<file path="src/rtl/armored40_pkg.sv">
// armored40_pkg
// Shared definitions for the armored 40-bit lane transmit scheduler:
// word-type nibbles, the flag bit position of a 33-bit lane word, the
// scheduler state enum and the pair-grant enum.
package armored40_pkg;

   localparam int unsigned FLAG_BIT  = 32;
   localparam logic [3:0]  TYPE_IDLE = 4'h0;
   localparam logic [3:0]  TYPE_CTL  = 4'h1;
   localparam logic [3:0]  TYPE_SYNC = 4'hF;

   typedef enum logic [1:0] {SCLR, TRAIN, RUN} state_t;
   typedef enum logic [1:0] {GNT_NONE, GNT_SYNC, GNT_CTL, GNT_DAT} gnt_t;

   // Flagged (non-data) lane word: flag bit, type nibble, 28-bit payload.
   function automatic logic [32:0] flagged_word(input logic [3:0]  kind,
                                                input logic [27:0] payload);
      return {1'b1, kind, payload};
   endfunction

endpackage

</file>
<file path="src/rtl/armored40_pair_arb.sv">
// armored40_pair_arb
// Pair-boundary arbiter. At phase 0 it picks SYNC / CTL / DATA / none by
// priority, limiting consecutive CTL pairs to MAX_CTL_RUN while data waits,
// and holds that grant for the phase-1 word.
// Ports:
//   clk, aclr_n          clock, asynchronous active-low reset
//   active               scheduler in RUN and not restarting
//   phase                0 = first word of a pair (decision point)
//   sync_due             a sync pair must be issued at this decision
//   dat_valid, ctl_valid requester valids
//   gnt                  source owning the current word
//   dat_ready, ctl_ready word taken from that requester this cycle
module armored40_pair_arb
   import armored40_pkg::*;
#(
   parameter int unsigned MAX_CTL_RUN = 4
) (
   input  logic clk,
   input  logic aclr_n,
   input  logic active,
   input  logic phase,
   input  logic sync_due,
   input  logic dat_valid,
   input  logic ctl_valid,
   output gnt_t gnt,
   output logic dat_ready,
   output logic ctl_ready
);

   localparam int unsigned      RUN_W   = $clog2(MAX_CTL_RUN + 1);
   localparam logic [RUN_W-1:0] RUN_MAX = RUN_W'(MAX_CTL_RUN);

   gnt_t             gnt_q, gnt_d;
   logic [RUN_W-1:0] run_q, run_d;

   always_ff @(posedge clk or negedge aclr_n) begin
      if (!aclr_n) begin
         gnt_q <= GNT_NONE;
         run_q <= '0;
      end else begin
         gnt_q <= gnt_d;
         run_q <= run_d;
      end
   end

   always_comb begin
      gnt   = GNT_NONE;
      gnt_d = GNT_NONE;
      run_d = run_q;
      if (!active) begin
         run_d = '0;
      end else if (!phase) begin
         if (sync_due) begin
            gnt = GNT_SYNC;
         end else if (ctl_valid && ((run_q < RUN_MAX) || !dat_valid)) begin
            // Past the run limit CTL still wins when no data is waiting;
            // the count saturates so the next data request is served first.
            gnt = GNT_CTL;
            if (run_q != RUN_MAX) run_d = run_q + RUN_W'(1);
         end else if (dat_valid) begin
            gnt   = GNT_DAT;
            run_d = '0;
         end else begin
            run_d = '0;
         end
         gnt_d = gnt;
      end else begin
         gnt = gnt_q;
      end
   end

   assign dat_ready = (gnt == GNT_DAT) && dat_valid;
   assign ctl_ready = (gnt == GNT_CTL) && ctl_valid;

endmodule

</file>
<file path="src/rtl/armored40_tx_sched.sv">
// armored40_tx_sched
// Transmit scheduler for the armored 40-bit lane. Sequences scrambler clear
// and link training, then arbitrates data/control requesters on interleaver
// pair boundaries and inserts periodic sync pairs. All lane outputs are
// registered; ready outputs are combinational with valid.
// Ports:
//   clk, aclr_n               clock, asynchronous active-low reset
//   restart                   synchronous pulse, re-enter scrambler clear
//   dat_din/valid/ready       33-bit data requester (bit 32 forced to 0)
//   ctl_din/valid/ready       28-bit control requester
//   enc_din                   word to the scrambler/encoder
//   enc_sclr                  synchronous clear to scrambler/encoder/interleaver
//   link_up                   high while in RUN
//   sync_strobe               pulse on the first word of each sync pair
module armored40_tx_sched
   import armored40_pkg::*;
#(
   parameter int unsigned SCLR_CYCLES = 8,
   parameter int unsigned TRAIN_PAIRS = 16,
   parameter int unsigned SYNC_PERIOD = 1024,
   parameter logic [27:0] SYNC_PAT    = 28'hA5C3F0F,
   parameter int unsigned MAX_CTL_RUN = 4
) (
   input  logic        clk,
   input  logic        aclr_n,
   input  logic        restart,
   input  logic [32:0] dat_din,
   input  logic        dat_valid,
   output logic        dat_ready,
   input  logic [27:0] ctl_din,
   input  logic        ctl_valid,
   output logic        ctl_ready,
   output logic [32:0] enc_din,
   output logic        enc_sclr,
   output logic        link_up,
   output logic        sync_strobe
);

   localparam int unsigned SCLR_W  = $clog2(SCLR_CYCLES);
   localparam int unsigned TRAIN_W = $clog2(TRAIN_PAIRS + 1);
   localparam int unsigned SYNC_W  = $clog2(SYNC_PERIOD + 1);

   // The reset value of enc_sclr covers the first clear cycle, so the
   // counter leaves SCLR one cycle early to hold enc_sclr SCLR_CYCLES long.
   localparam logic [SCLR_W-1:0]  SCLR_LAST  = SCLR_W'(SCLR_CYCLES - 2);
   localparam logic [TRAIN_W-1:0] TRAIN_LAST = TRAIN_W'(TRAIN_PAIRS - 1);
   localparam logic [SYNC_W-1:0]  SYNC_DUE   = SYNC_W'(SYNC_PERIOD);

   localparam logic [32:0] IDLE_WORD = {1'b1, TYPE_IDLE, 28'h0};
   localparam logic [32:0] SYNC_WORD = {1'b1, TYPE_SYNC, SYNC_PAT};

   state_t              state_q, state_d;
   logic                phase_q, phase_d;
   logic [SCLR_W-1:0]   sclr_cnt_q, sclr_cnt_d;
   logic [TRAIN_W-1:0]  train_cnt_q, train_cnt_d;
   logic [SYNC_W-1:0]   sync_cnt_q, sync_cnt_d;
   logic [32:0]         enc_din_d;
   logic                enc_sclr_d, link_up_d, sync_strobe_d;
   logic                run_active, sync_due;
   gnt_t                gnt;
   logic                unused_dat_flag;

   assign unused_dat_flag = dat_din[FLAG_BIT];
   assign run_active      = (state_q == RUN) && !restart;
   assign sync_due        = (sync_cnt_q == SYNC_DUE);

   armored40_pair_arb #(
      .MAX_CTL_RUN(MAX_CTL_RUN)
   ) u_arb (
      .clk       (clk),
      .aclr_n    (aclr_n),
      .active    (run_active),
      .phase     (phase_q),
      .sync_due  (sync_due),
      .dat_valid (dat_valid),
      .ctl_valid (ctl_valid),
      .gnt       (gnt),
      .dat_ready (dat_ready),
      .ctl_ready (ctl_ready)
   );

   always_ff @(posedge clk or negedge aclr_n) begin
      if (!aclr_n) begin
         state_q     <= SCLR;
         phase_q     <= 1'b0;
         sclr_cnt_q  <= '0;
         train_cnt_q <= '0;
         sync_cnt_q  <= '0;
         enc_din     <= IDLE_WORD;
         enc_sclr    <= 1'b1;
         link_up     <= 1'b0;
         sync_strobe <= 1'b0;
      end else begin
         state_q     <= state_d;
         phase_q     <= phase_d;
         sclr_cnt_q  <= sclr_cnt_d;
         train_cnt_q <= train_cnt_d;
         sync_cnt_q  <= sync_cnt_d;
         enc_din     <= enc_din_d;
         enc_sclr    <= enc_sclr_d;
         link_up     <= link_up_d;
         sync_strobe <= sync_strobe_d;
      end
   end

   always_comb begin
      state_d       = state_q;
      phase_d       = 1'b0;
      sclr_cnt_d    = sclr_cnt_q;
      train_cnt_d   = train_cnt_q;
      sync_cnt_d    = sync_cnt_q;
      enc_din_d     = IDLE_WORD;
      enc_sclr_d    = 1'b0;
      link_up_d     = 1'b0;
      sync_strobe_d = 1'b0;
      if (restart) begin
         state_d     = SCLR;
         sclr_cnt_d  = '0;
         train_cnt_d = '0;
         sync_cnt_d  = '0;
         enc_sclr_d  = 1'b1;
      end else begin
         case (state_q)
            SCLR: begin
               enc_sclr_d = 1'b1;
               if (sclr_cnt_q == SCLR_LAST) begin
                  state_d    = TRAIN;
                  sclr_cnt_d = '0;
               end else begin
                  sclr_cnt_d = sclr_cnt_q + SCLR_W'(1);
               end
            end
            TRAIN: begin
               phase_d       = ~phase_q;
               enc_din_d     = SYNC_WORD;
               sync_strobe_d = ~phase_q;
               if (phase_q) begin
                  if (train_cnt_q == TRAIN_LAST) begin
                     state_d     = RUN;
                     train_cnt_d = '0;
                     sync_cnt_d  = '0;
                  end else begin
                     train_cnt_d = train_cnt_q + TRAIN_W'(1);
                  end
               end
            end
            RUN: begin
               phase_d   = ~phase_q;
               link_up_d = 1'b1;
               if (!phase_q) sync_cnt_d = sync_due ? '0 : sync_cnt_q + SYNC_W'(1);
               case (gnt)
                  GNT_SYNC: begin
                     enc_din_d     = SYNC_WORD;
                     sync_strobe_d = ~phase_q;
                  end
                  GNT_CTL: if (ctl_ready) enc_din_d = flagged_word(TYPE_CTL, ctl_din);
                  GNT_DAT: if (dat_ready) enc_din_d = {1'b0, dat_din[31:0]};
                  default: ;
               endcase
            end
            default: state_d = SCLR;
         endcase
      end
   end

endmodule

</file>
<file path="config.mk">
export PLATFORM = sky130hd
export DESIGN_NAME = armored40_tx_sched
export DESIGN_NICKNAME = d
export VERILOG_FILES = /design/src/rtl/armored40_pkg.sv /design/src/rtl/armored40_pair_arb.sv /design/src/rtl/armored40_tx_sched.sv
export SDC_FILE = /design/constraint.sdc
export NUM_CORES = 1
export LEC_CHECK = 0
export ABC_CLOCK_PERIOD_IN_PS = 6300
export CAP_MARGIN = 5
export CORE_ASPECT_RATIO = 1.25
export CORE_MARGIN = 3
export CORE_UTILIZATION = 49
export CTS_CLUSTER_DIAMETER = 100
export DETAILED_ROUTE_END_ITERATION = 10
export GPL_TIMING_DRIVEN = 0
export PLACE_DENSITY = 0.91
export SLEW_MARGIN = 20
export SYNTH_ARGS = -nofsm -noshare
export SYNTH_HDL_FRONTEND = slang
export SYNTH_HIERARCHICAL = 1
export SYNTH_SLANG_ARGS = --single-unit
export TNS_END_PERCENT = 20
</file>
<file path="constraint.sdc">
create_clock -name clk -period 6.3 [get_ports clk]
set_input_delay 1.26 -clock clk [delete_from_list [all_inputs] [get_ports clk]]
set_output_delay 1.26 -clock clk [all_outputs]
set_load 0.05 [all_outputs]
</file>
==> flow_summary.ini, run 1 <==
[global_route]
antenna_found_initial = 0
grt-ovfl-total = 0
grt_pass1_wl_um = 13800
first_global_vias = 2926
grt_max_degree = 38
grt_usage_pct = 24.3

[power]
vdd_ir_drop_max_mv = 0.198
power_density_mw_per_mm2 = 191
power_leakage_nw = 1.84

[clock_network]
clockRootBuffer = clkbuf_8
cts_hold_buf = 0
clock_sinks = 63
numCtsBuffers = 9
htreeDepth = 3
cts-resized-gates = 0
cts_buffer_depth = 2
cts_tree = built
clock_latency_ps = 340
cts.reportedPaths.clkPinSlew_ps = 70
postCtsSetupBuffers = 0

[yosys]
async_flop_share_pct = 100
synth_enable_flop_cells = 0
yosys.area.top_type_share_pct = 49.8
netlist_instances = 304
ys_types = 58
ys_ff_latch = 63
yosys.area_share.simple_pct = 18.6
synth_compound_area_share_pct = 20.7
synth.avg_cell_area_um2 = 10.1
synth_area_leader_cell = dfrtp_1
ys.flop_type = dfrtp_1
synthMuxAreaShare_pct = 0.653
synth_area_mm2 = 0.00307
ys_top_cells_by_area = dfrtp_1 50%, a221oi_1 4.9%, o21ai_0 4.1%, ha_1 3.3%, nor2_1 3.2%
yosysSeqAreaShare_pct = 51.5
synthesis.nets = 378
synth_xor_area_share_pct = 0.286
yosys_warnings = 6
synthAdderAreaFrac_pct = 3.26
synth_top_family_by_area = compound AO/OA/AOI/OAI gates

[timing]
final-hold-violation-count = 0
layout_min_cycle_time_ps = 5100
rsz0062_at_grt = false
finalSetupViolCount = 0
worstMarginPinSlew_ps = 632
clock_skew_ps = 6.82
fin_crit_sh_pct = 80.9
fin_tns_setup_ps = 0
slew_headroom_pct = 57.6
fmax_mhz = 196
final-max-slew-violation-count = 0

[detailed_routing]
drt_iter0_drc = 258
viasPerCell = 5.74
avgRoutedWirePerCell_um = 17.0
drt_first_pass_iters = 5
drc = 0
vias = 2899
ant_nets = 0
wl_um = 8590

[placed_design]
gp_congestion = 0.826
dpl-instance-area_mm2 = 0.00421
portBuffers = 102
dp_hpwl_um = 6230

[final_layout]
final_cell_area_mm2 = 0.00441
final_common_cell = clkdlybuf4s50_1
drive_gt1_share_pct = 9.46
syn_to_final_growth_pct = 43.9
final_nets = 492
final_cell_mix = 101 x clkdlybuf4s50_1, 61 x dfrtp_1, 26 x nor2_1
diodes = 0
nFillCells = 383

[outcome]
status = complete, no violations

[setup_path]
worstPathArrival_ps = 3840
start_kind = input port
cp.required_ps = 5040
crit_type = in -> out
cp-end-kind = output pin
cp_max_fo = 9
r2r_slack_ps = 2930

[floorplanning]
start_util_pct = 51.7
die_area_mm2 = 0.00725
die_w_um = 76.8
die_h_um = 94.5
num_rows = 31
core-area_mm2 = 0.00593
pin_count = 104

[run]
drv_cap = 0

[worst_hold_path]
hold_class = reg -> reg
## stage by stage
stage / setup slack, ps / util, % / hold WS [ps] / power, mW / std cells
after global placement: 1240 / 70.6 / 516 / 0.475 / 488
after floorplan: 2530 / - / 498 / 0.425 / 304
after detailed placement: 1210 / 70.9 / 526 / 0.478 / 489
after CTS: 1210 / 74.4 / 551 / 0.851 / 505
after global routing: 1040 / 74.4 / 578 / 0.873 / 505
final: 1200 / 74.4 / 549 / 0.844 / 505
## cell type report
type / instances / area [µm²] / area share [%]
Buffer: 18 / 101 / 2.30
Clock buffer: 12 / 135 / 3.06
Clock inverter: 4 / 70.1 / 1.59
Inverter: 14 / 52.6 / 1.19
Multi-Input combinational cell: 209 / 1330 / 30.2
Sequential cell: 63 / 1580 / 35.8
Tap cell: 82 / 103 / 2.32
Timing Repair Buffer: 103 / 1040 / 23.5
## cells by family after synthesis
family                   Yosys count
AO/OA/AOI/OAI                     93
flip-flops                        63
XOR/XNOR                           1
multiplexers                       2
AND/OR/NAND/NOR                  105
buffers and inverters             32
adder cells (fa/ha/maj)            8
## state kept, by name (all words and copies together), names as in the netlist
name         flops
enc_din         33
sync_cnt_q      11
train_cnt_q      5
sclr_cnt_q       3
u_arb/run_q      3
state_q          2
u_arb/gnt_q      2
enc_sclr         1
link_up          1
phase_q          1
sync_strobe      1
## worst paths after layout
kind                                start              to  depth (start not counted)
setup reg to reg            sync_cnt_q[7]     enc_din[27]                         10
hold reg to reg            sync_cnt_q[10]  sync_cnt_q[10]                          1
min in group asynchronous          aclr_n     enc_din[11]                          1
setup / recovery                  restart       ctl_ready                          7
hold / removal             sync_cnt_q[10]  sync_cnt_q[10]                          1
max in group asynchronous          aclr_n     enc_din[32]                          2
## synthesized netlist by cell type, drive strengths merged (2+ instances only)
library cell / n
nor2: 27
o21ai: 26
and4b: 2
a31oi: 3
dfstp: 2
o311ai: 5
a221oi: 17
nor2b: 2
and2: 3
a22oi: 12
inv: 12
nand2b: 3
clkbuf: 11
clkinv: 2
nor3: 5
or3: 3
nand4: 3
ha: 8
nand4b: 3
or2: 4
buf: 7
and3: 5
nand3: 14
nand2: 22
mux2i: 2
a21oi: 17
nor3b: 2
dfrtp: 61
a211oi: 4
## layer usage
metal	vias up	GRT usage [%]	wire length, µm
met3	24	4.20	441
met5	-	0	0
met2	107	42.3	4530
met4	0	15.0	317
met1	1423	27.9	3300
li1	1345	-	-
## critical path, stage by stage
cell             delay [ps]
clkdlybuf4s50_1         500
nor2b_1                 140
buf_2                   210
inv_1                   140
a21oi_1                 410
and4b_1                 330
clkdlybuf4s50_1         840
## power breakdown
group / switching [mW] / internal (mW) / total [mW]
sequential: 0.00204 / 0.406 / 0.408
clock: 0.151 / 0.222 / 0.373
combinational: 0.0228 / 0.0404 / 0.0632
total: 0.176 / 0.668 / 0.844
No activity file was read; power rests on OpenSTA's default activity.
==> inputs of run 2 (changes only) <==
--- a/config.mk
+++ b/config.mk
@@ -5,15 +5,15 @@
 export SDC_FILE = /design/constraint.sdc
 export NUM_CORES = 1
 export LEC_CHECK = 0
-export ABC_CLOCK_PERIOD_IN_PS = 6300
+export ABC_CLOCK_PERIOD_IN_PS = 4900
 export CAP_MARGIN = 5
 export CORE_ASPECT_RATIO = 1.25
 export CORE_MARGIN = 3
-export CORE_UTILIZATION = 49
+export CORE_UTILIZATION = 46
 export CTS_CLUSTER_DIAMETER = 100
 export DETAILED_ROUTE_END_ITERATION = 10
 export GPL_TIMING_DRIVEN = 0
-export PLACE_DENSITY = 0.91
+export PLACE_DENSITY = 0.87
 export SLEW_MARGIN = 20
 export SYNTH_ARGS = -nofsm -noshare
 export SYNTH_HDL_FRONTEND = slang
==> constraint.sdc (replaced) <==
create_clock -name clk -period 4.9 [get_ports clk]
set_input_delay 0.98 -clock clk [delete_from_list [all_inputs] [get_ports clk]]
set_output_delay 0.98 -clock clk [all_outputs]
set_load 0.05 [all_outputs]
==> flow_summary.ini, run 2 (synthesis results as in run 1) <==
[floorplanning]
start_util_pct = 48.5
die_h_um = 97.3
num_rows = 32
pin_count = 104
die_area_mm2 = 0.00769
core-area_mm2 = 0.00633
die_w_um = 79.0

[placed_design]
dpl_worst_slack_ps = 321
gp_congestion = 0.835
dp_hpwl_um = 6410
dp.cells = 492
portBuffers = 102

[setup_path]
cpMostUsedCell = clkdlybuf4s50_1
critPathSlowestCell = clkdlybuf4s50_1
worstPathCellList = clkdlybuf4s50_1 > nor2b_1 > buf_2 > inv_1 > a21oi_1 > and4b_1 > clkdlybuf4s50_1
crit_buf_inv = 4
crit_type = in -> out
cp_max_fo = 9
start_kind = input port
worstPathArrival_ps = 3630
cp_top_family = buffers and inverters
cp.required_ps = 3920
cp-end-kind = output pin
critical_path.max_stage_delay_ps = 840

[global_route]
first_global_vias = 2914
antenna_found_initial = 0
grt-ovfl-total = 0
grt_max_degree = 36
grt_pass1_wl_um = 14600
grt_usage_pct = 24.1

[timing]
fmax_mhz = 217
fin_tns_setup_ps = 0
clock_skew_ps = 13.7
layout_min_cycle_time_ps = 4610
worstMarginPinSlew_ps = 628
setup_slack_ps = 287
slew_headroom_pct = 57.9
rsz0062_at_grt = false
final-hold-violation-count = 0
final-max-slew-violation-count = 0
fin_crit_sh_pct = 94.1
finalSetupViolCount = 0

[worst_hold_path]
hold_class = reg -> reg

[detailed_routing]
drt_first_pass_iters = 4
viasPerCell = 5.66
avgRoutedWirePerCell_um = 17.6
drt_iter0_drc = 277
vias = 2876
ant_nets = 0
wl_um = 8970
drc = 0

[clock_network]
cts-resized-gates = 0
postCtsSetupBuffers = 0
clock_latency_ps = 350
cts_hold_buf = 0
clock_sinks = 63
htreeDepth = 3
clockRootBuffer = clkbuf_8
numCtsBuffers = 9
cts.reportedPaths.clkPinSlew_ps = 80
cts_tree = built
cts_buffer_depth = 2

[final_layout]
top_register = enc_din
diodes = 0
nFillCells = 477
largest_reg_flops = 33
final_common_cell = clkdlybuf4s50_1
final_util_pct = 70.8
drive_gt1_share_pct = 10.2
reg_top3 = enc_din x33, sync_cnt_q x11, train_cnt_q x5
final_cells = 508
final_nets = 492
syn_to_final_growth_pct = 46.1
final_cell_mix = 101 x clkdlybuf4s50_1, 61 x dfrtp_1, 26 x nor2_1

[power]
power_density_mw_per_mm2 = 272
vdd_ir_drop_max_mv = 0.217
power_leakage_nw = 1.86

[run]
drv_cap = 0

[outcome]
status = complete, no violations
## run 2: changes by cell type in the layout (fill, tap and decap cells not counted)
cell and delta:
bufinv_16 +2, clkinv_4 +2, clkbuf_1 -3, clkinv_2 -2, clkinvlp_4 +1
## run 2: final timing paths
kind	start	endpoint	slack, ps	depth (start not counted)
setup / recovery	restart	ctl_ready	290	7
hold / removal	train_cnt_q[4]	train_cnt_q[4]	540	1
setup reg to reg	sync_cnt_q[7]	enc_din[30]	1570	10
min in group asynchronous	aclr_n	enc_din[12]	550	1
hold reg to reg	train_cnt_q[4]	train_cnt_q[4]	540	1
max in group asynchronous	aclr_n	enc_din[32]	3780	2
## run 2: metal layers
layer	global-route usage, %	routed length, µm
met2	43.4	4980
met5	0	0
met3	3.99	401
met1	26.7	3320
met4	12.3	264
## run 2: layout make-up
class	instances	area [µm²]	share of cell area, %
flip-flops and latches	63	1580	35.2
multi-input cells	209	1330	29.8
repair buffers	103	1040	23.2
clock inverters	7	145	3.24
clock buffers	9	124	2.76
well taps	85	106	2.37
plain buffers	18	101	2.26
inverters	14	52.6	1.17
## run 2: worst reg2reg max path: cells and delay by family, from the launching register on
| family | cells | cell delay [ps] |
|---|---|---|
| flip-flops | 1 | 420 |
| buffers and inverters | 2 | 770 |
| AND/OR/NAND/NOR | 6 | 1710 |
| AO/OA/AOI/OAI | 2 | 340 |
## run 2: per-stage QoR
step	hold WS, ps	instance area (µm²)	power [mW]
after floorplan	498	3070	0.546
after global placement	522	4190	0.611
after detailed placement	524	4210	0.615
after CTS	541	4480	1.22
after global routing	560	4480	1.26
final	541	4480	1.22
## run 2: power by group
part           leakage [nW]  internal, mW  total [mW]  switching [mW]
Combinational         0.860        0.0518      0.0804          0.0286
Sequential            0.871         0.522       0.525         0.00284
Clock                 0.130         0.391       0.614           0.223
Total                  1.86         0.965        1.22           0.254
